$ cat src/rtl/ultrasonic_ranger_pkg.sv
// Shared definitions for the multi-channel ultrasonic ranger: FSM encoding,
// derived-width helper and default 50 MHz timing constants.
package ultrasonic_ranger_pkg;

   localparam int unsigned STATE_W = 3;
   typedef logic [STATE_W-1:0] state_t;

   localparam state_t ST_IDLE      = 3'd0;
   localparam state_t ST_TRIG      = 3'd1;
   localparam state_t ST_WAIT_RISE = 3'd2;
   localparam state_t ST_MEASURE   = 3'd3;
   localparam state_t ST_DONE      = 3'd4;
   localparam state_t ST_HOLD      = 3'd5;

   localparam int unsigned DEF_NUM_CH         = 2;
   localparam int unsigned DEF_DIST_W         = 9;
   localparam int unsigned DEF_TRIG_CYCLES    = 500;
   localparam int unsigned DEF_PERIOD_CYCLES  = 3000000;
   localparam int unsigned DEF_TIMEOUT_CYCLES = 1500000;
   localparam int unsigned DEF_CYCLES_PER_CM  = 2900;

   // Channel index width; a single sensor still needs a 1-bit index.
   function automatic int unsigned ch_width(input int unsigned n);
      return (n <= 1) ? 1 : $clog2(n);
   endfunction

endpackage

$ cat src/rtl/ultrasonic_ranger_echo_sync.sv
// Per-bit two-flop synchroniser for the asynchronous echo pins.
module ultrasonic_ranger_echo_sync #(
   parameter int unsigned WIDTH = 1
) (
   input  logic             clock,
   input  logic             resetn,
   input  logic [WIDTH-1:0] din,
   output logic [WIDTH-1:0] dout
);

   logic [WIDTH-1:0] meta;

   always_ff @(posedge clock or negedge resetn) begin
      if (!resetn) begin
         meta <= '0;
         dout <= '0;
      end else begin
         meta <= din;
         dout <= meta;
      end
   end

endmodule

$ cat src/rtl/ultrasonic_ranger.sv
// Round-robin HC-SR04 style ranging engine: one fixed-length slot per sensor,
// trigger pulse, echo timing in cm steps and per-channel result publishing.
module ultrasonic_ranger
   import ultrasonic_ranger_pkg::*;
#(
   parameter int unsigned NUM_CH         = DEF_NUM_CH,
   parameter int unsigned DIST_W         = DEF_DIST_W,
   parameter int unsigned TRIG_CYCLES    = DEF_TRIG_CYCLES,
   parameter int unsigned PERIOD_CYCLES  = DEF_PERIOD_CYCLES,
   parameter int unsigned TIMEOUT_CYCLES = DEF_TIMEOUT_CYCLES,
   parameter int unsigned CYCLES_PER_CM  = DEF_CYCLES_PER_CM,
   localparam int unsigned CH_W          = ch_width(NUM_CH)
) (
   input  logic                     clock,
   input  logic                     resetn,
   input  logic                     enable,
   input  logic [NUM_CH-1:0]        echo,
   output logic [NUM_CH-1:0]        trig,
   output logic [DIST_W-1:0]        distance,
   output logic [CH_W-1:0]          dist_ch,
   output logic                     dist_valid,
   output logic                     dist_timeout,
   output logic [NUM_CH*DIST_W-1:0] dist_all
);

   localparam int unsigned SLOT_W = $clog2(PERIOD_CYCLES);
   localparam int unsigned SUB_W  = (CYCLES_PER_CM > 1) ? $clog2(CYCLES_PER_CM) : 1;

   localparam logic [SLOT_W-1:0] TRIG_LAST   = SLOT_W'(TRIG_CYCLES - 1);
   localparam logic [SLOT_W-1:0] TMO_LAST    = SLOT_W'(TIMEOUT_CYCLES - 1);
   localparam logic [SLOT_W-1:0] PERIOD_LAST = SLOT_W'(PERIOD_CYCLES - 1);
   localparam logic [SUB_W-1:0]  SUB_LAST    = SUB_W'(CYCLES_PER_CM - 1);
   localparam logic [SUB_W-1:0]  SUB_FIRST   = SUB_W'((CYCLES_PER_CM > 1) ? 1 : 0);
   localparam logic [DIST_W-1:0] CM_FIRST    = DIST_W'((CYCLES_PER_CM > 1) ? 0 : 1);
   localparam logic [DIST_W-1:0] DIST_MAX    = '1;
   localparam logic [CH_W-1:0]   CH_LAST     = CH_W'(NUM_CH - 1);

   state_t                    state_q, state_d;
   logic [CH_W-1:0]           ch_q, ch_d, ch_inc;
   logic [SLOT_W-1:0]         slot_q, slot_d;
   logic [SUB_W-1:0]          sub_q, sub_d;
   logic [DIST_W-1:0]         cm_q, cm_d;
   logic                      tmo_d;
   logic                      slot_end;
   logic                      echo_s;
   logic [NUM_CH-1:0]         echo_sy;

   logic [NUM_CH-1:0]         trig_d;
   logic [DIST_W-1:0]         dist_d, result;
   logic [CH_W-1:0]           dch_d;
   logic                      valid_d, dtmo_d;
   logic [NUM_CH*DIST_W-1:0]  all_d;

   ultrasonic_ranger_echo_sync #(
      .WIDTH (NUM_CH)
   ) u_echo_sync (
      .clock  (clock),
      .resetn (resetn),
      .din    (echo),
      .dout   (echo_sy)
   );

   assign echo_s   = echo_sy[ch_q];
   assign slot_end = (slot_q == PERIOD_LAST);
   assign ch_inc   = (ch_q == CH_LAST) ? '0 : ch_q + CH_W'(1);

   // State, channel pointer and counters.
   always_ff @(posedge clock or negedge resetn) begin
      if (!resetn) begin
         state_q <= ST_IDLE;
         ch_q    <= '0;
         slot_q  <= '0;
         sub_q   <= '0;
         cm_q    <= '0;
      end else begin
         state_q <= state_d;
         ch_q    <= ch_d;
         slot_q  <= slot_d;
         sub_q   <= sub_d;
         cm_q    <= cm_d;
      end
   end

   // Next state; timeout wins over an echo edge seen in the same cycle.
   always_comb begin
      state_d = state_q;
      ch_d    = ch_q;
      tmo_d   = 1'b0;
      case (state_q)
         ST_IDLE: begin
            if (enable) state_d = ST_TRIG;
         end
         ST_TRIG: begin
            if (slot_q == TRIG_LAST) state_d = ST_WAIT_RISE;
         end
         ST_WAIT_RISE: begin
            if (slot_q == TMO_LAST) begin
               state_d = ST_DONE;
               tmo_d   = 1'b1;
            end else if (echo_s) begin
               state_d = ST_MEASURE;
            end
         end
         ST_MEASURE: begin
            if (slot_q == TMO_LAST) begin
               state_d = ST_DONE;
               tmo_d   = 1'b1;
            end else if (!echo_s) begin
               state_d = ST_DONE;
            end
         end
         ST_DONE: begin
            state_d = ST_HOLD;
            if (slot_end) begin
               ch_d    = ch_inc;
               state_d = enable ? ST_TRIG : ST_IDLE;
            end
         end
         ST_HOLD: begin
            if (slot_end) begin
               ch_d    = ch_inc;
               state_d = enable ? ST_TRIG : ST_IDLE;
            end
         end
         default: state_d = ST_IDLE;
      endcase
   end

   // Slot timer and divider-free cm counter; the rising cycle counts as the first high cycle.
   always_comb begin
      slot_d = slot_q;
      sub_d  = sub_q;
      cm_d   = cm_q;
      if (state_d == ST_TRIG && state_q != ST_TRIG) begin
         slot_d = '0;
      end else if (state_q != ST_IDLE) begin
         slot_d = slot_end ? '0 : slot_q + SLOT_W'(1);
      end
      if (state_q == ST_WAIT_RISE && state_d == ST_MEASURE) begin
         sub_d = SUB_FIRST;
         cm_d  = CM_FIRST;
      end else if (state_q == ST_MEASURE && echo_s) begin
         if (sub_q == SUB_LAST) begin
            sub_d = '0;
            if (cm_q != DIST_MAX) cm_d = cm_q + DIST_W'(1);
         end else begin
            sub_d = sub_q + SUB_W'(1);
         end
      end
   end

   // Output decode, registered below so pins change with the state they reflect.
   always_comb begin
      trig_d  = '0;
      valid_d = 1'b0;
      dist_d  = distance;
      dch_d   = dist_ch;
      dtmo_d  = dist_timeout;
      all_d   = dist_all;
      result  = tmo_d ? DIST_MAX : cm_q;
      for (int k = 0; k < NUM_CH; k++) begin
         if (state_d == ST_TRIG && ch_d == CH_W'(k)) trig_d[k] = 1'b1;
      end
      if (state_d == ST_DONE) begin
         valid_d = 1'b1;
         dist_d  = result;
         dch_d   = ch_q;
         dtmo_d  = tmo_d;
         for (int k = 0; k < NUM_CH; k++) begin
            if (ch_q == CH_W'(k)) all_d[k*DIST_W +: DIST_W] = result;
         end
      end
   end

   always_ff @(posedge clock or negedge resetn) begin
      if (!resetn) begin
         trig         <= '0;
         distance     <= '0;
         dist_ch      <= '0;
         dist_valid   <= 1'b0;
         dist_timeout <= 1'b0;
         dist_all     <= '0;
      end else begin
         trig         <= trig_d;
         distance     <= dist_d;
         dist_ch      <= dch_d;
         dist_valid   <= valid_d;
         dist_timeout <= dtmo_d;
         dist_all     <= all_d;
      end
   end

endmodule
$ cat config.mk
export PLATFORM = sky130hd
export DESIGN_NAME = ultrasonic_ranger
export DESIGN_NICKNAME = d
export VERILOG_FILES = /design/src/rtl/ultrasonic_ranger_pkg.sv /design/src/rtl/ultrasonic_ranger_echo_sync.sv /design/src/rtl/ultrasonic_ranger.sv
export SDC_FILE = /design/constraint.sdc
export NUM_CORES = 1
export LEC_CHECK = 0
export ABC_AREA = 1
export BUFFER_PORTS_ARGS = -buffer_cell sky130_fd_sc_hd__clkbuf_2
export CAP_MARGIN = 20
export CORE_ASPECT_RATIO = 0.6
export CORE_MARGIN = 2
export CORE_UTILIZATION = 60
export DETAILED_ROUTE_END_ITERATION = 12
export PLACE_DENSITY_LB_ADDON = 0.15
export SYNTH_ARGS = -nofsm -noshare
export SYNTH_HDL_FRONTEND = slang
export SYNTH_SLANG_ARGS = --single-unit
$ cat constraint.sdc
create_clock -name clock -period 3.2 [get_ports clock]
set_clock_uncertainty 0.1 [all_clocks]
set_input_delay 0.32 -clock clock [delete_from_list [all_inputs] [get_ports clock]]
set_output_delay 0.32 -clock clock [all_outputs]
set_load 0.05 [all_outputs]
# Yosys cells after proc, flatten, opt, wreduce, memory -nomap -nowiden
# Cells that the tools add are included.
# word_totals
regBits	83
input_bits	5
# op_classes
n_addsub	4
magnitude_cmp	1
eq_ne	14
mux	31
n_bitwise	2
n_reduce_logical	16
# ops
operator	count
$mux 22	3
$mux 9	5
$mux 12	3
$mux 3	8
$add 22x1->22 const B	1
$eq 22x21->1 const B	1
$eq 22x22->1 const B	1
$eq 22x9->1 const B	1
$pmux 3 s6	1
$add 12x1->12 const B	1
$eq 12x12->1 const B	1
$mux 1	11
$add 9x1->9 const B	1
$eq 3x2->1 const B	3
$eq 3x3->1 const B	3
$ne 9x9->1 const B	1
$reduce_bool 2->1	4
$eq 3x1->1 const B	2
$logic_and 1x1->1	5
$reduce_and 2->1	2
$reduce_or 2->1	2
$logic_not 3->1	1
$ne 3x1->1 const B	1
$reduce_and 3->1	1
4 further kinds	5

# Logic depth before layout (Yosys ltp)
# Gate-level depths: netlist (run 1).
# logic_depth
word_depth	9
mapped_depth	14
mapped_depth_nobuf	13

# Modules after synthesis
# From an unflattened synthesis (run 1), not the netlist that was laid out.
# hier_totals
cells_unflattened	609
hier_area_um2	4857.2
# modules_own_cells
module	instances	cells_each	area_per_inst_um2	seq_area_each_um2
ultrasonic_ranger	1	605	4757.1	1976.9
ultrasonic_ranger_echo_sync	1	4	100.1	100.1

# Least setup slack after synthesis (run 1)
# No wires, ideal clock.
# synth_timing
kind	flip-flop to flip-flop
from	register slot_q[0]
to	register slot_q[10]
t_arrival_ns	1.673
required_ns	2.983
slack_ns	1.310
path_stages_with_launch	14
path_buffers	1
path_cell_list	dfrtp_1 > ha_1 > nand2_1 > inv_2 > nand2_4 > nor2_1 > nand3_1 > nand2_2 > nand3_4 > nor2_8 > nand3_4 > buf_8 > nand3_2 > nand2_1
# synth_between
elab_chain_cells	6
# synth_rtl
element	line	rtl
start: declaration	ultrasonic_ranger.sv:40	logic [SLOT_W-1:0] slot_q, slot_d;
start signal: assignment	ultrasonic_ranger.sv:78	slot_q <= slot_d;
$eq 22x22->1, or another cell as far along	ultrasonic_ranger.sv:64	assign slot_end = (slot_q == PERIOD_LAST);
$mux 3, on equally long branches	--	
$pmux 3 s6 *	ultrasonic_ranger.sv:89	case (state_q)
net state_d[2]	ultrasonic_ranger.sv:38	state_t state_q, state_d;
$eq 3x1->1 *	ultrasonic_ranger.sv:134	if (state_d == ST_TRIG && state_q != ST_TRIG) begin
$logic_and 1x1->1 *	ultrasonic_ranger.sv:134	
$mux 22 / $reduce_bool 2->1 (equally long branches)	--	
# The timed path passes the listed nets; every way through them passes the cells marked *. The select of a mux whose other input is x is not followed.
# A chain may end at the register's enable or synchronous reset.

# Worst setup path in the final report (run 1)
# layout_timing
from	register slot_q[0]
to	register dist_all[7]
# layout_between
elab_chain_cells	5
# layout_rtl
element	line	rtl
$eq 22x22->1, or another cell as far along	ultrasonic_ranger.sv:64	
$mux 3, on equally long branches	--	
$pmux 3 s6	ultrasonic_ranger.sv:89	
$eq 3x3->1	ultrasonic_ranger.sv:164	if (state_d == ST_DONE) begin
$reduce_and 2->1 (no source line)	--	
end signal: assignment	ultrasonic_ranger.sv:189	dist_all <= all_d;
end: declaration	ultrasonic_ranger.sv:23	output logic [NUM_CH*DIST_W-1:0] dist_all
# Parallel ways exist; a longest one is shown, timed or not.

==> run summary, run 1 <==
Req. time, crit path -> 3.35 ns
Crit path launch type -> flip-flop
Routability congestion estimate -> 1.053
Syn Area/Cell -> 7.959 sq um
Status -> completed
Antenna viol nets, final -> 0
Area Growth Syn to Fin -> 10.90%
ANT cells -> 0
Leakage -> 2.806 nW
Worst-Skew Late Latency -> 0.35 ns
First drt pass iteration count -> 5
Count leader, synth -> nand2_1
# Post-CTS Setup Buffers -> 0
Area after DPL -> 5109 sq um
EDFF count, synth -> 0
CTS tree -> done
Design area -> 5473 sq um
Largest cells by area after synthesis -> dfrtp_1, nand2_1, nor2_1
Min-delay worst type -> input port to async pin
CTS root buf -> clkbuf_16
Floorplan die height -> 74.25 um
Dpl cells -> 743
VDD IR-drop max -> 0.3259 mV
H-tree depth -> 3
Top-level I/O count -> 37
Netlist cell types -> 38
Routed WL per cell -> 16.32 um
Layout cells sized above 1 -> 18.17%
Maxcap violations -> 0
Register clock-pin slew on the reported worst setup and hold paths -> 0.07 ns
Non-filler cells, final -> 763
Hold Vio Cnt, Final -> 0
Drt drc -> 0
Fmax achieved -> 387.1 MHz
Period utilisation layout -> 80.73%
CTS Buf Count -> 9
Starting DRC count in detailed routing -> 593
Vias in the first global route -> 3856
Starting Density -> 62.36%
Overall power -> 2.167 mW
RSZ-0062 raised after global routing -> false
Critical Path Sink Type -> flip-flop
Yosys top cell by area -> dfrtp_1
Die Span X -> 121.1 um
Die area -> 8990 sq um
Worst Slack Setup Final -> 0.6166 ns
Post-Synthesis Cells -> 620
Clock sink total -> 83
Via density per instance -> 5.773
Synth async-reset ratio -> 100.0%
Crit-path max FO -> 30
HPWL Detailed -> 8943 um
Core Region -> 7914 sq um
Antenna violations before repair -> 0
IO Port Bufs -> 36
Global-route wire length before repair -> 19950 um
Setup TNS -> 0 ns
Hold_ws -> 0.2366 ns
Largest net degree at the start of global routing -> 84
Syn Std Cell Area -> 4935 sq um
Normalized max-slew margin -> 50.28%
Fin nets -> 659
WS Path Type -> flip-flop to flip-flop
Syn_nets -> 629
Final setup violation count -> 0
Min Tclk post-route -> 2.583 ns
Pwr per Cell Area -> 395.9 nW/um^2
Via count -> 4405
Synth warnings -> 0
Post-synth top area share -> 42.09%
Gr ovfl total -> 0
Synth cell count leaders -> nand2_1, nor2_1, dfrtp_1
Top_reg_cell synth -> dfrtp_1
Worst Tran Pin Value -> 0.7450 ns
Overall routing resource usage -> 29.56%
#FFs+latches synth -> 83
Register area share after synthesis -> 42.09%
Max-slew violations -> 0
Cells resized by post-CTS repair -> 0
Finished Core Util -> 69.15%
Clock buffer depth -> 2
Pre-CTS setup slack -> 0.7374 ns
FP Rows -> 25
Crit path DAT -> 2.74 ns
Drt total wl -> 12450 um
## path summary, 6_finish.rpt
kind	start	end	slack [ns]	cells past startpoint
setup / recovery	slot_q[0]	dist_all[7]	0.62	11
hold / removal	resetn	slot_q[15]	0.24	2
setup reg to reg	slot_q[0]	dist_all[7]	0.62	11
hold reg to reg	u_echo_sync.meta[0]	u_echo_sync.dout[0]	0.25	0
max in group asynchronous	resetn	slot_q[18]	2.17	3
min in group clock	u_echo_sync.meta[0]	u_echo_sync.dout[0]	0.25	0
## area by class of cell
class	count	area, sq um
fillers	615	2441
multi-input cells	441	2416
flip-flops and latches	83	2077
inverters	72	275.3
repair buffers	43	262.8
clock buffers	9	225.2
well taps	108	135.1
clock inverters	7	81.33
## cells in the final DEF (no fill, tap or decap), drive strengths merged, types with 2 or more instances in the layout
master         n
nand2        123
nor2         108
nand3         95
dfrtp         83
inv           75
clkbuf        44
a31oi         28
xor2          20
nor3          14
o21ai         14
nand4         13
a21oi          7
buf            5
o311ai         4
ha             4
or2            3
dlygate4sd3    3
xnor2          2
clkinv         2
## sequential cells by signal, indices dropped and copies added (netlist names)
register and flops:
slot_q 22, cm_q 9, sub_q 12, dist_valid 1
dist_all 18, dist_ch 1, u_echo_sync.meta 2, u_echo_sync.dout 2
trig 2, dist_timeout 1, distance 9, state_q 3
ch_q 1
## layer usage
metal  share of wire, %  GRT usage [%]  routed length (um)  up-vias
met5                  0              0                   0        -
met4                1.7          9.432                 214        0
met3                 11          10.28                1380       26
met2                 40          38.89                4936      231
met1                 48          45.07                5921     2051
li1                   -              -                   -     2097
## timing repair
item	CTS	global route
setup endpoints to repair	0	0
hold buffers	2	1
hold endpoints to repair	2	8
## cells by family (layout without fill, tap and decap cells)
| kind of cell | count (synthesis) | after routing | share of synthesized area, % |
|---|---|---|---|
| buffers and inverters | 96 | 131 | 8.950 |
| DFF | 83 | 83 | 42.09 |
| xor gates and xnor gates | 22 | 22 | 3.905 |
| AOI/OAI and AO/OA | 56 | 56 | 7.277 |
| adders and majority gates | 4 | 4 | 1.014 |
| and+or+nand+nor | 359 | 359 | 36.76 |
## critical path, stage by stage (launching register included)
cell     delay, ns
dfrtp_1       0.42
ha_1          0.26
nand2_1       0.09
inv_2         0.11
nand2_4       0.08
nor2_4        0.12
nand3_4       0.32
nand2_4       0.34
inv_4         0.10
nor2_8        0.23
nor2_1        0.10
a31oi_1       0.21
## where the power goes
part | internal [mW] | total, mW | switching [mW]
Sequential | 1.05 | 1.05 | 0.00165
Clock | 0.617 | 1.08 | 0.466
Combinational | 0.00879 | 0.0310 | 0.0222
Total | 1.68 | 2.17 | 0.490
Note: power is estimated with default switching activity, not from simulation.
==> inputs of run 2 (changes only) <==
clock period = 2.49 ns   (was 3.2 ns; I/O delays follow)
==> run summary, run 2 (synthesis results as in run 1) <==
Pwr per Cell Area -> 502.6 nW/um^2 (+27%)
Switching Power -> 623.0 uW (+27%)
ANT cells -> 0 (unchanged)
Internal Power -> 2.154 mW (+28%)
Most frequent cells in the layout -> nand2_1, nor2_1, dfrtp_1
Die area -> 8990 sq um (unchanged)
RSZ-0062 raised after global routing -> false
Maxcap violations -> 0 (unchanged)
Via density per instance -> 5.672 (-1.7%)
Min Tclk post-route -> 2.309 ns (-0.2739 ns)
Cell family with most CP delay -> simple AND/OR/NAND/NOR gates
Register clock-pin slew on the reported worst setup and hold paths -> 0.07 ns (about the same)
Antenna viol nets, final -> 0 (unchanged)
Most flops, register -> slot_q
Crit path cell chain -> ha_1 -> nand2_1 -> inv_2 -> nand2_4 -> nor2_1 -> nand3_1 -> nand3b_2 -> buf_6 -> o31ai_4 -> nand2_1 -> o21ai_0
CTS Buf Count -> 9 (unchanged)
Drt drc -> 0 (unchanged)
Req. time, crit path -> 2.59 ns (-0.76 ns)
Crit-path max cell delay -> 0.42 ns (about the same)
Final setup violation count -> 0 (unchanged)
Floorplan die height -> 74.25 um (unchanged)
Layout cells sized above 1 -> 18.91% (+0.74 points)
Combinational share of power -> 1.4% (about the same)
Clock network power share -> 49.9% (about the same)
Top-level I/O count -> 37 (unchanged)
Crit-path max FO -> 22 (-27%)
Most used cell, CP -> nand2_1
Starting Density -> 62.36% (unchanged)
Status -> completed
Crit path DAT -> 2.41 ns (-0.33 ns)
Most common cell after layout, fill and taps aside -> nand2_1
Core Region -> 7914 sq um (unchanged)
Finished Core Util -> 69.82% (+0.66 points)
Routed WL per cell -> 16.60 um (+1.7%)
Flop pwr share -> 48.7% (about the same)
Worst Tran Pin Value -> 0.7881 ns (+0.04316 ns)
Number of fill cells -> 671 (+9.1%)
Overall routing resource usage -> 29.97% (+0.41 points)
Hold_ws -> 0.2539 ns (+0.01726 ns)
Starting DRC count in detailed routing -> 445 (-25%)
CTS tree -> done
Area Growth Syn to Fin -> 11.97%
IO Port Bufs -> 36 (unchanged)
Worst-Skew Late Latency -> 0.34 ns (about the same)
Leakage -> 2.827 nW (+0.73%)
H-tree depth -> 3 (unchanged)
First drt pass iteration count -> 6 (+1)
Clock sink total -> 83 (unchanged)
WP buf/inv -> 2 (unchanged)
Fmax achieved -> 433.0 MHz (+12%)
Clock buffer depth -> 2 (unchanged)
Normalized max-slew margin -> 47.40% (-2.9 points)
Routability congestion estimate -> 1.058 (+0.50%)
Fin nets -> 665 (+0.91%)
Sw frac -> 22.43% (-0.16 points)
Min-delay worst type -> flip-flop to flip-flop
Largest register FFs -> 22 (unchanged)
HPWL Detailed -> 9223 um (+3.1%)
Hold Vio Cnt, Final -> 0 (unchanged)
Period utilisation layout -> 92.75% (+12 points)
Die Span X -> 121.1 um (unchanged)
VDD IR-drop max -> 0.3397 mV (+4.2%)
Biggest regs -> slot_q (22), dist_all (18), sub_q (12)
WS Path Type -> flip-flop to flip-flop
Vias in the first global route -> 3871 (+0.39%)
Gr ovfl total -> 0 (unchanged)
Drt total wl -> 12770 um (+2.5%)
Global-route wire length before repair -> 20240 um (+1.5%)
Max-slew violations -> 0 (unchanged)
Largest net degree at the start of global routing -> 48 (-43%)
CTS root buf -> clkbuf_16
CP max-delay cell -> dfrtp_1
Antenna violations before repair -> 0 (unchanged)
Via count -> 4362 (-0.98%)
Crit path launch type -> flip-flop
Setup TNS -> 0 ns (unchanged)
FP Rows -> 25 (unchanged)
Critical Path Sink Type -> flip-flop
==> run 2: changes by cell type in the layout (fill, tap and decap cells not counted) <==
cell and change:
buf_4 +4, buf_6 +1, clkinvlp_4 +1, buf_12 +1, inv_6 -2, nand3_4 +1, inv_8 +1, buf_16 -1
==> run 2: through the flow <==
stage | setup slack [ns] | power (mW) | cells | cell area (sq um)
after global placement | 0.2623 | 1.414 | 749 | 5166
after global routing | 0.01703 | 2.865 | 769 | 5525
after CTS | 0.1868 | 2.806 | 768 | 5504
after floorplan | 0.6000 | 1.380 | 620 | 4935
after detailed placement | 0.1887 | 1.415 | 749 | 5166
final | 0.1806 | 2.777 | 769 | 5525
==> run 2: final timing paths <==
path                            slack (ns)  depth (start not counted)                 from             endpoint
max in group asynchronous             1.37                          3               resetn          dist_all[3]
worst max-delay path                  0.18                         11            slot_q[0]              cm_q[3]
min in group asynchronous             0.30                          2               resetn           slot_q[19]
worst min register to register        0.25                          0  u_echo_sync.meta[0]  u_echo_sync.dout[0]
worst min-delay path                  0.25                          0  u_echo_sync.meta[0]  u_echo_sync.dout[0]
worst max register to register        0.18                         11            slot_q[0]              cm_q[3]
==> run 2: cell type report <==
type | count | area [sq um] | area share, %
clock buffers | 9 | 225.2 | 4.076
clock inverters | 7 | 82.58 | 1.495
inverters | 72 | 275.3 | 4.982
multi-input cells | 442 | 2434 | 44.04
flip-flops and latches | 83 | 2077 | 37.59
well taps | 108 | 135.1 | 2.446
repair buffers | 48 | 296.5 | 5.367
==> run 2: routing by layer <==
layer / track usage, % / vias to the layer above / wire length [um]
li1: - / 2105 / -
met1: 46.92 / 2017 / 6338
met2: 38.83 / 226 / 4775
met3: 10.66 / 14 / 1525
met4: 7.106 / 0 / 127
met5: 0 / - / 0
==> run 2: repair_timing <==
item | in CTS | in global routing
setup buffers | 0 | 0
setup endpoints to repair | 0 | 27
hold endpoints to repair | 38 | 0
resized for setup | 0 | 2
hold buffers | 3 | 0
==> run 2: power groups by stage <==
stage | registers [mW] | logic (mW) | clock network (mW)
final | 1.35 | 0.0387 | 1.39
after global routing | 1.35 | 0.0455 | 1.47
after CTS | 1.35 | 0.0412 | 1.41
after detailed placement | 1.38 | 0.0376 | 0
after global placement | 1.38 | 0.0369 | 0
after floorplan | 1.38 | 0.00257 | 0
